`config.mk`:
```
export PLATFORM = sky130hd
export DESIGN_NAME = i2c_cmd_arbiter_flat
export DESIGN_NICKNAME = d
export VERILOG_FILES = /design/src/rtl/i2c_cmd_arbiter_if.sv /design/src/rtl/i2c_cmd_arbiter.sv /design/src/flat_wrapper.sv
export SDC_FILE = /design/constraint.sdc
export NUM_CORES = 1
export LEC_CHECK = 0
export CAP_MARGIN = 20
export CORE_ASPECT_RATIO = 0.9
export CORE_UTILIZATION = 43
export DETAILED_ROUTE_END_ITERATION = 8
export PLACE_DENSITY = 0.76
export SETUP_SLACK_MARGIN = 0.5
export SYNTH_ARGS = -nofsm -noshare
export SYNTH_HDL_FRONTEND = slang
export SYNTH_SLANG_ARGS = --single-unit
export TNS_END_PERCENT = 30
```
`constraint.sdc`:
```
create_clock -name clk -period 1.9 [get_ports clk]
set_input_delay 0.57 -clock clk [delete_from_list [all_inputs] [get_ports clk]]
set_output_delay 0.57 -clock clk [all_outputs]
set_load 0.05 [all_outputs]
```
`src/rtl/i2c_cmd_arbiter_if.sv`:
```
// Requester, status and engine-side signals of the I2C command arbiter.
// The arbiter uses the slave modport; the environment driving it uses master.
interface i2c_cmd_arbiter_if;
   logic [1:0]  req;
   logic [23:0] cmd0;
   logic [23:0] cmd1;
   logic [1:0]  done;
   logic [1:0]  err;
   logic        busy;
   logic        eng_start;
   logic [23:0] eng_cmd;
   logic        eng_abort;
   logic        eng_done;
   logic        eng_nack;

   modport slave (
      input  req, cmd0, cmd1, eng_done, eng_nack,
      output done, err, busy, eng_start, eng_cmd, eng_abort
   );

   modport master (
      output req, cmd0, cmd1, eng_done, eng_nack,
      input  done, err, busy, eng_start, eng_cmd, eng_abort
   );
endinterface

```
`src/rtl/i2c_cmd_arbiter.sv`:
```
// Round-robin arbiter handing 24-bit CODEC commands from two requesters to one I2C write engine.
// Define CMD_RETRY_EN to re-issue NACKed commands up to MAX_RETRY times before reporting err.
module i2c_cmd_arbiter #(
   parameter int unsigned MAX_RETRY   = 3,
   parameter int unsigned GAP_CYC     = 1024,
   parameter int unsigned TIMEOUT_CYC = 262143
) (
   input logic              clk,
   input logic              rst_n,
   i2c_cmd_arbiter_if.slave bus
);
   localparam int unsigned GW = (GAP_CYC > 1) ? $clog2(GAP_CYC) : 1;
   localparam int unsigned TW = (TIMEOUT_CYC > 1) ? $clog2(TIMEOUT_CYC) : 1;
   localparam logic [GW-1:0] GAP_LAST = GW'(GAP_CYC - 1);
   localparam logic [TW-1:0] TO_LAST  = TW'(TIMEOUT_CYC - 1);

   typedef enum logic [1:0] {IDLE, ISSUE, WAIT, GAP} state_e;

   state_e        state_q, state_d;
   // The last-grant pointer doubles as the owner of the transaction in flight.
   logic          last_q, last_d;
   logic [23:0]   cmd_q, cmd_d;
   logic [GW-1:0] gap_q, gap_d;
   logic [TW-1:0] to_q, to_d;
   logic [1:0]    done_q, done_d;
   logic [1:0]    err_q, err_d;
   logic          abort_q, abort_d;
   logic          start_q, busy_q;
   logic          grant;
   logic          retry_now;

`ifdef CMD_RETRY_EN
   localparam int unsigned RW = (MAX_RETRY > 0) ? $clog2(MAX_RETRY + 1) : 1;
   localparam logic [RW-1:0] RETRY_MAX = RW'(MAX_RETRY);

   logic [RW-1:0] rcnt_q, rcnt_d;
   logic          retry_q, retry_d;
`endif

   always_comb begin
      state_d   = state_q;
      last_d    = last_q;
      cmd_d     = cmd_q;
      gap_d     = gap_q;
      to_d      = to_q;
      done_d    = '0;
      err_d     = '0;
      abort_d   = 1'b0;
      grant     = 1'b0;
      retry_now = 1'b0;
`ifdef CMD_RETRY_EN
      rcnt_d    = rcnt_q;
      retry_d   = retry_q;
      retry_now = bus.eng_nack && (rcnt_q < RETRY_MAX);
`endif
      unique case (state_q)
         IDLE: begin
            if (bus.req != 2'b00) begin
               grant   = (bus.req == 2'b11) ? ~last_q : bus.req[1];
               last_d  = grant;
               cmd_d   = grant ? bus.cmd1 : bus.cmd0;
`ifdef CMD_RETRY_EN
               rcnt_d  = '0;
`endif
               state_d = ISSUE;
            end
         end
         ISSUE: begin
            to_d    = '0;
            state_d = WAIT;
         end
         WAIT: begin
            // A completion on the final timeout cycle takes priority over the abort.
            if (bus.eng_done) begin
               gap_d   = '0;
               state_d = GAP;
               if (retry_now) begin
`ifdef CMD_RETRY_EN
                  rcnt_d  = rcnt_q + RW'(1);
                  retry_d = 1'b1;
`endif
               end else if (bus.eng_nack) begin
                  err_d[last_q] = 1'b1;
               end else begin
                  done_d[last_q] = 1'b1;
               end
            end else if (to_q == TO_LAST) begin
               abort_d       = 1'b1;
               err_d[last_q] = 1'b1;
               gap_d         = '0;
               state_d       = GAP;
            end else begin
               to_d = to_q + TW'(1);
            end
         end
         GAP: begin
            if (gap_q == GAP_LAST) begin
               state_d = IDLE;
`ifdef CMD_RETRY_EN
               if (retry_q) begin
                  state_d = ISSUE;
                  retry_d = 1'b0;
               end
`endif
            end else begin
               gap_d = gap_q + GW'(1);
            end
         end
         default: state_d = IDLE;
      endcase
   end

   always_ff @(posedge clk or negedge rst_n) begin
      if (!rst_n) begin
         state_q <= IDLE;
         last_q  <= 1'b1;
         cmd_q   <= '0;
         gap_q   <= '0;
         to_q    <= '0;
         done_q  <= '0;
         err_q   <= '0;
         abort_q <= 1'b0;
         start_q <= 1'b0;
         busy_q  <= 1'b0;
      end else begin
         state_q <= state_d;
         last_q  <= last_d;
         cmd_q   <= cmd_d;
         gap_q   <= gap_d;
         to_q    <= to_d;
         done_q  <= done_d;
         err_q   <= err_d;
         abort_q <= abort_d;
         start_q <= (state_d == ISSUE);
         busy_q  <= (state_d != IDLE);
      end
   end

`ifdef CMD_RETRY_EN
   always_ff @(posedge clk or negedge rst_n) begin
      if (!rst_n) begin
         rcnt_q  <= '0;
         retry_q <= 1'b0;
      end else begin
         rcnt_q  <= rcnt_d;
         retry_q <= retry_d;
      end
   end
`endif

   assign bus.done      = done_q;
   assign bus.err       = err_q;
   assign bus.busy      = busy_q;
   assign bus.eng_start = start_q;
   assign bus.eng_cmd   = cmd_q;
   assign bus.eng_abort = abort_q;
endmodule

```
`src/flat_wrapper.sv`:
```
// flat-port wrapper written by rule: the top's interface ports become plain ports
module i2c_cmd_arbiter_flat 
#(
   parameter int unsigned MAX_RETRY   = 3,
   parameter int unsigned GAP_CYC     = 1024,
   parameter int unsigned TIMEOUT_CYC = 262143
)
  (clk, rst_n, bus_req, bus_cmd0, bus_cmd1, bus_eng_done, bus_eng_nack, bus_done, bus_err, bus_busy, bus_eng_start, bus_eng_cmd, bus_eng_abort);
  i2c_cmd_arbiter_if bus_i ();
  input logic clk;
  input logic rst_n;
  input wire logic [$bits(bus_i.req)-1:0] bus_req;
  input wire logic [$bits(bus_i.cmd0)-1:0] bus_cmd0;
  input wire logic [$bits(bus_i.cmd1)-1:0] bus_cmd1;
  input wire logic [$bits(bus_i.eng_done)-1:0] bus_eng_done;
  input wire logic [$bits(bus_i.eng_nack)-1:0] bus_eng_nack;
  output wire logic [$bits(bus_i.done)-1:0] bus_done;
  output wire logic [$bits(bus_i.err)-1:0] bus_err;
  output wire logic [$bits(bus_i.busy)-1:0] bus_busy;
  output wire logic [$bits(bus_i.eng_start)-1:0] bus_eng_start;
  output wire logic [$bits(bus_i.eng_cmd)-1:0] bus_eng_cmd;
  output wire logic [$bits(bus_i.eng_abort)-1:0] bus_eng_abort;
  assign bus_i.req = bus_req;
  assign bus_i.cmd0 = bus_cmd0;
  assign bus_i.cmd1 = bus_cmd1;
  assign bus_i.eng_done = bus_eng_done;
  assign bus_i.eng_nack = bus_eng_nack;
  assign bus_done = bus_i.done;
  assign bus_err = bus_i.err;
  assign bus_busy = bus_i.busy;
  assign bus_eng_start = bus_i.eng_start;
  assign bus_eng_cmd = bus_i.eng_cmd;
  assign bus_eng_abort = bus_i.eng_abort;
  i2c_cmd_arbiter #(.MAX_RETRY(MAX_RETRY), .GAP_CYC(GAP_CYC), .TIMEOUT_CYC(TIMEOUT_CYC)) u_core (.clk(clk), .rst_n(rst_n), .bus(bus_i));
endmodule
```
==> results.sh, run 1 <==
export IMPL_status="finished clean"
export IMPL_dp_hpwl_um=5220
export IMPL_grt_max_degree=50
export IMPL_pwr_share_seq=0.389
export IMPL_die_height_um=81.5
export IMPL_hold_ws_ns=0.212
export IMPL_skew_ns=0.0119
export IMPL_die_area_um2=7370
export IMPL_utilization=0.696
export IMPL_cp_end_kind="flop"
export IMPL_grt_pass1_wl_um=12800
export IMPL_clock_path_buffers=2
export IMPL_synth_compound_area_share=0.123
export IMPL_synthTopCellsByArea="dfrtp_1 (51%), mux2i_1 (8.6%), o21ai_0 (6.6%)"
export IMPL_coreArea_um2=6690
export IMPL_cts_htree_levels=3
export IMPL_period_needed_ns=1.80
export IMPL_critPathMaxFanout=7
export IMPL_synth_top_family_by_area="simple AND/OR/NAND/NOR gates"
export IMPL_avgViaCountPerCell=5.33
export IMPL_clock_fmax_mhz=557
export IMPL_cts_tree="built"
export IMPL_synth_top_area_share=0.505
export IMPL_leakagePower_nw=2.11
export IMPL_synth_edf_count=0
export IMPL_gr_usage_met3=0.0787
export IMPL_synth_area_leader_cell="dfrtp_1"
export IMPL_synth_seq_area_share=0.514
export IMPL_dpl_cell_area_um2=4080
export IMPL_finalCritPeriodShare=0.945
export IMPL_async_flop_share=1.00
export IMPL_clock_root_buffer="clkbuf_8"
export IMPL_worstMarginPinSlew_ns=0.561
export IMPL_clock_latency_ns=0.34
export IMPL_cts_reportedPaths_clkPinSlew_ns=0.07
export IMPL_setup_tns_final_ns=0
export IMPL_fillers=493
export IMPL_synthSimpleGateAreaFrac=0.199
export IMPL_final_cell_mix="buf_4 (62), dfrtp_1 (60), clkdlybuf4s50_1 (51)"
export IMPL_critPathKind="reg2reg"
export IMPL_wire_per_inst_um=15.5
export IMPL_cap_violations=0
export IMPL_final_common_cell="buf_4"
export IMPL_synth_cell_types=45
export IMPL_vdd_ir_drop_max_mv=0.425
export IMPL_hp_class="in2async"
export IMPL_firstDrtPassIters=4
export IMPL_slew_headroom=0.626
export IMPL_drc=0
export IMPL_grt_pass1_vias=2787
export IMPL_syn_num_nets=363
export IMPL_vias=2791
export IMPL_ys_seq_elements=62
export IMPL_powerDensity_nw_per_um2=972
export IMPL_power_w=0.00453
export IMPL_synth_xor_area_share=0.0348
export IMPL_hold_violations=0
export IMPL_area_growth_pct=54.2
export IMPL_io_buffers=84
export IMPL_top_usage_layer="met2"
export IMPL_gr_total_overflow=0
export IMPL_antenna_cells=0
export IMPL_drt_iter0_markers=142
export IMPL_avgSynthCellArea_um2=9.87
export IMPL_rsz0062_at_grt="true"
export IMPL_final_area_um2=4660
export IMPL_wirelength_um=8100
export IMPL_nNetsFinal=486
export IMPL_gp_congestion=0.882
export IMPL_critical_path_required_ns=2.17
export IMPL_cp_start_kind="flop"
export IMPL_comb_power_share=0.333
export IMPL_drive_gt1_frac=0.313
export IMPL_setup_viol=0
export IMPL_synthCells=306
export IMPL_intPower_w=0.00294
export IMPL_met2_usage=0.366
export IMPL_io_pins=85
export IMPL_p_sw_w=0.00159
export IMPL_start_util=0.452
export IMPL_synth_flop_cell="dfrtp_1"
export IMPL_rows=28
export IMPL_clock_sinks=62
export IMPL_drtAntennaViolNets=0
export IMPL_synthMuxAreaShare=0.0861
export IMPL_use_met1=0.269
export IMPL_grtUsageTotal=0.222
export IMPL_cts_hold_buf=0
export IMPL_antenna_found_initial=0
export IMPL_cp_arrival_ns=2.07
export IMPL_synth_area_um2=3020
export IMPL_yosys_warnings=0
export IMPL_clockPowerShare=0.278
export IMPL_die_w_um=90.4
export IMPL_numCtsBuffers=9
export IMPL_swShare=0.351
export IMPL_synth_adder_area_share=0.0124
export IMPL_final_max_slew_viol_count=0
## cells in the mapped netlist, types with 2 or more instances
| cell type | number |
|---|---|
| mux2i_1 | 26 |
| nor2b_1 | 4 |
| nor3_1 | 3 |
| and4_1 | 2 |
| clkbuf_1 | 12 |
| dfrtp_1 | 61 |
| nand2b_1 | 2 |
| buf_2 | 5 |
| xor2_1 | 10 |
| inv_1 | 3 |
| xnor2_1 | 2 |
| nand4_1 | 6 |
| a21oi_1 | 7 |
| o21ai_0 | 40 |
| nand3_1 | 11 |
| nand2_1 | 40 |
| and3_1 | 4 |
| a31oi_1 | 2 |
| and2_1 | 4 |
| or3_1 | 6 |
| nor4_1 | 4 |
| o2111ai_1 | 5 |
| ha_1 | 3 |
| nor2_1 | 23 |
## flip-flops by register name, indices dropped and copies added (netlist names)
register and count:
u_core.bus.busy 1, u_core.bus.done 2, u_core.bus.eng_abort 1, u_core.bus.eng_cmd 24, u_core.bus.eng_start 1, u_core.bus.err 2, u_core.gap_q 10, u_core.last_q 1
u_core.state_q 2, u_core.to_q 18
## worst max-delay path, stage by stage, from the launching register on
cell and delay [ns]:
dfrtp_1 0.45, nand3_2 0.19, or3_4 0.44, or3_4 0.41
xor2_1 0.14, nor2_1 0.10
## cells by family after synthesis
group	after synthesis
and+or+nand+nor	118
AOI/OAI and AO/OA	64
DFF	62
muxes	26
buffers and inverters	21
xor gates and xnor gates	12
adders and majority gates	3
## metal layers
metal / share of wire / up-vias
met4: 0.014 / 0
met1: 0.43 / 1327
met5: 0 / -
met2: 0.48 / 120
met3: 0.076 / 12
li1: - / 1332
## power by group through the flow
| stage | clock [W] | combinational, W | sequential [W] |
|---|---|---|---|
| global route | 0.00134 | 0.00164 | 0.00179 |
| floorplan | 0 | 0.000502 | 0.00205 |
| detailed placement | 0 | 0.00130 | 0.00177 |
| global placement | 0 | 0.00126 | 0.00176 |
| finish | 0.00126 | 0.00151 | 0.00176 |
| CTS | 0.00129 | 0.00138 | 0.00175 |
## path summary, 6_finish.rpt
path                                        from                    end  slack [ns]  depth (start not counted)
max                              u_core.to_q[10]        u_core.to_q[13]        0.10                          5
min                                        rst_n        u_core.gap_q[4]        0.21                          1
max reg2reg                      u_core.to_q[10]        u_core.to_q[13]        0.10                          5
min reg2reg                u_core.bus.eng_cmd[0]  u_core.bus.eng_cmd[0]        0.48                          2
max in group asynchronous                  rst_n  u_core.bus.eng_cmd[8]        1.15                          2
min in group clk           u_core.bus.eng_cmd[0]  u_core.bus.eng_cmd[0]        0.48                          2
## layout make-up
type | count | area [um^2] | share of cell area
inverter | 3 | 11.3 | 0.00242
tap | 90 | 113 | 0.0242
clock inverter | 2 | 37.5 | 0.00806
clock buffer | 14 | 183 | 0.0392
sequential | 62 | 1550 | 0.334
multi-input combinational | 226 | 1600 | 0.343
timing repair buffer | 127 | 1160 | 0.249
## what timing repair did
item                       in CTS  in global routing
pin swaps                      15                 16
gates cloned                    2                  1
setup buffers                  14                  8
resized for setup              14                 38
setup endpoints to repair      87                 90
## metrics by stage
stage / std cells / setup slack [ns]
after CTS: 515 / 0.172
final: 524 / 0.105
after floorplan: 306 / 0.162
after global placement: 483 / -0.370
after global routing: 524 / 0.0133
after detailed placement: 483 / -0.379
Power figures use the tool's default switching activity.
==> run 2: changes to the inputs <==
--- a/config.mk
+++ b/config.mk
@@ -10,6 +10,7 @@
 export CORE_UTILIZATION = 43
 export DETAILED_ROUTE_END_ITERATION = 8
 export PLACE_DENSITY = 0.76
+export RECOVER_POWER = 100
 export SETUP_SLACK_MARGIN = 0.5
 export SYNTH_ARGS = -nofsm -noshare
 export SYNTH_HDL_FRONTEND = slang
==> results.sh, run 2 (synthesis results as in run 1) <==
export IMPL_status="finished clean"
export IMPL_power_w=0.00440
export IMPL_firstDrtPassIters=4
export IMPL_grt_pass1_vias=2787
export IMPL_cts_tree="built"
export IMPL_cp_arrival_ns=2.06
export IMPL_p_sw_w=0.00156
export IMPL_vdd_ir_drop_max_mv=0.433
export IMPL_whs_path_depth=2
export IMPL_r2r_slack_ns=0.11
export IMPL_final_cell_mix="dfrtp_1 (60), clkdlybuf4s50_1 (51), nand2_1 (38)"
export IMPL_pre_cts_slack_ns=-0.379
export IMPL_cp_end_kind="flop"
export IMPL_coreArea_um2=6690
export IMPL_fin_ws_ns=0.109
export IMPL_gr_total_overflow=0
export IMPL_start_util=0.452
export IMPL_hp_class="reg2reg"
export IMPL_pwr_share_seq=0.398
export IMPL_cts_reportedPaths_clkPinSlew_ns=0.07
export IMPL_critPathLaunch="u_core.to_q[10]"
export IMPL_rsz0062_at_grt="true"
export IMPL_antenna_cells=0
export IMPL_comb_power_share=0.317
export IMPL_rows=28
export IMPL_dp_hpwl_um=5220
export IMPL_io_buffers=84
export IMPL_vias=2790
export IMPL_slew_headroom=0.0779
export IMPL_wire_per_inst_um=15.3
export IMPL_drtAntennaViolNets=0
export IMPL_hold_violations=0
export IMPL_worst_r2r_cell_count=5
export IMPL_die_area_um2=7370
export IMPL_period_needed_ns=1.79
export IMPL_setup_viol=0
export IMPL_grt_pass1_wl_um=12800
export IMPL_critPathMaxFanout=7
export IMPL_avgViaCountPerCell=5.32
export IMPL_drive_gt1_frac=0.265
export IMPL_wirelength_um=8000
export IMPL_area_growth_pct=49.0
export IMPL_dp_cells=483
export IMPL_cp_start_kind="flop"
export IMPL_drt_iter0_markers=172
export IMPL_die_w_um=90.4
export IMPL_grtUsageTotal=0.222
export IMPL_intPower_w=0.00284
export IMPL_cap_violations=0
export IMPL_largest_reg_flops=24
export IMPL_numCtsBuffers=9
export IMPL_timing_rr_start="u_core.to_q[10]"
export IMPL_io_pins=85
export IMPL_antenna_found_initial=0
export IMPL_swShare=0.354
export IMPL_clockPowerShare=0.285
export IMPL_r2r_end="u_core.to_q[13]"
export IMPL_drc=0
export IMPL_final_max_slew_viol_count=0
export IMPL_hp_start="u_core.bus.eng_cmd[0]"
export IMPL_finalCritPeriodShare=0.943
export IMPL_clock_latency_ns=0.34
export IMPL_clock_root_buffer="clkbuf_8"
export IMPL_clock_sinks=62
export IMPL_cts_htree_levels=3
export IMPL_die_height_um=81.5
export IMPL_gp_congestion=0.882
export IMPL_critical_path_required_ns=2.17
export IMPL_clock_path_buffers=2
export IMPL_holdPathEnd="u_core.bus.eng_cmd[0]"
export IMPL_hold_ws_ns=0.482
export IMPL_fin_cells=524
export IMPL_worstMarginPinSlew_ns=1.38
export IMPL_cts_hold_buf=0
export IMPL_leakagePower_nw=2.05
export IMPL_clock_fmax_mhz=558
export IMPL_final_common_cell="dfrtp_1"
export IMPL_powerDensity_nw_per_um2=977
export IMPL_grt_max_degree=50
export IMPL_skew_ns=0.0115
export IMPL_nNetsFinal=486
export IMPL_critPathKind="reg2reg"
run 2: worst max-delay path by stage:
stage                      end  slack (ns)  cells past startpoint
2_1_floorplan  u_core.to_q[13]        0.16                      6
3_3_place_gp   u_core.to_q[14]       -0.37                      6
3_5_place_dp   u_core.to_q[14]       -0.38                      6
4_1_cts        u_core.to_q[13]        0.17                      5
5_1_grt        u_core.to_q[14]        0.02                      7
6_report       u_core.to_q[13]        0.11                      5
run 2: stage by stage:
stage                     TNS, ns  instance area (um^2)   util
after floorplan                 0                  3090      -
after global placement      -3.71                  4080  0.610
after detailed placement    -4.42                  4080  0.610
after CTS                       0                  4470  0.669
after global routing            0                  4500  0.673
final                           0                  4500  0.673
run 2: area by class of cell:
type | count | area [um^2]
clock buffer | 14 | 183
clock inverter | 2 | 37.5
fill | 529 | 2190
inverter | 3 | 11.3
multi-input combinational | 226 | 1560
sequential | 62 | 1550
tap | 90 | 113
timing repair buffer | 127 | 1050
run 2: worst max-delay path, cell delays in order (launching register included):
cell	delay [ns]
dfrtp_1	0.44
nand3_2	0.19
or3_4	0.43
or3_1	0.41
xor2_1	0.15
nor2_1	0.10
run 2: per-layer routing:
metal	GRT usage	part of all wire
met1	0.269	0.41
met2	0.366	0.48
met3	0.0787	0.084
met4	0.0903	0.024
met5	0	0
run 2: timing repair:
item | 4_1_cts | 5_1_grt
pin swaps | 15 | 16
resized for setup | 14 | 38
endpoints found under the setup margin | 87 | 90
buffers inserted | 14 | 8
gates cloned | 2 | 1
run 2: power by group through the flow:
stage / clock network [W] / logic [W] / registers (W)
2_1_floorplan: 0 / 0.000502 / 0.00205
3_3_place_gp: 0 / 0.00126 / 0.00176
3_5_place_dp: 0 / 0.00130 / 0.00177
4_1_cts: 0.00129 / 0.00138 / 0.00175
5_1_grt: 0.00134 / 0.00153 / 0.00178
6_report: 0.00125 / 0.00139 / 0.00175
==> run 3: changes to the inputs <==
--- a/config.mk
+++ b/config.mk
@@ -9,6 +9,7 @@
 export CORE_ASPECT_RATIO = 0.9
 export CORE_UTILIZATION = 43
 export DETAILED_ROUTE_END_ITERATION = 8
+export GPL_ROUTABILITY_DRIVEN = 0
 export PLACE_DENSITY = 0.76
 export RECOVER_POWER = 100
 export SETUP_SLACK_MARGIN = 0.5
==> results of run 3 <==
No change in the layout: final DEF, timing and power equal those of run 2.
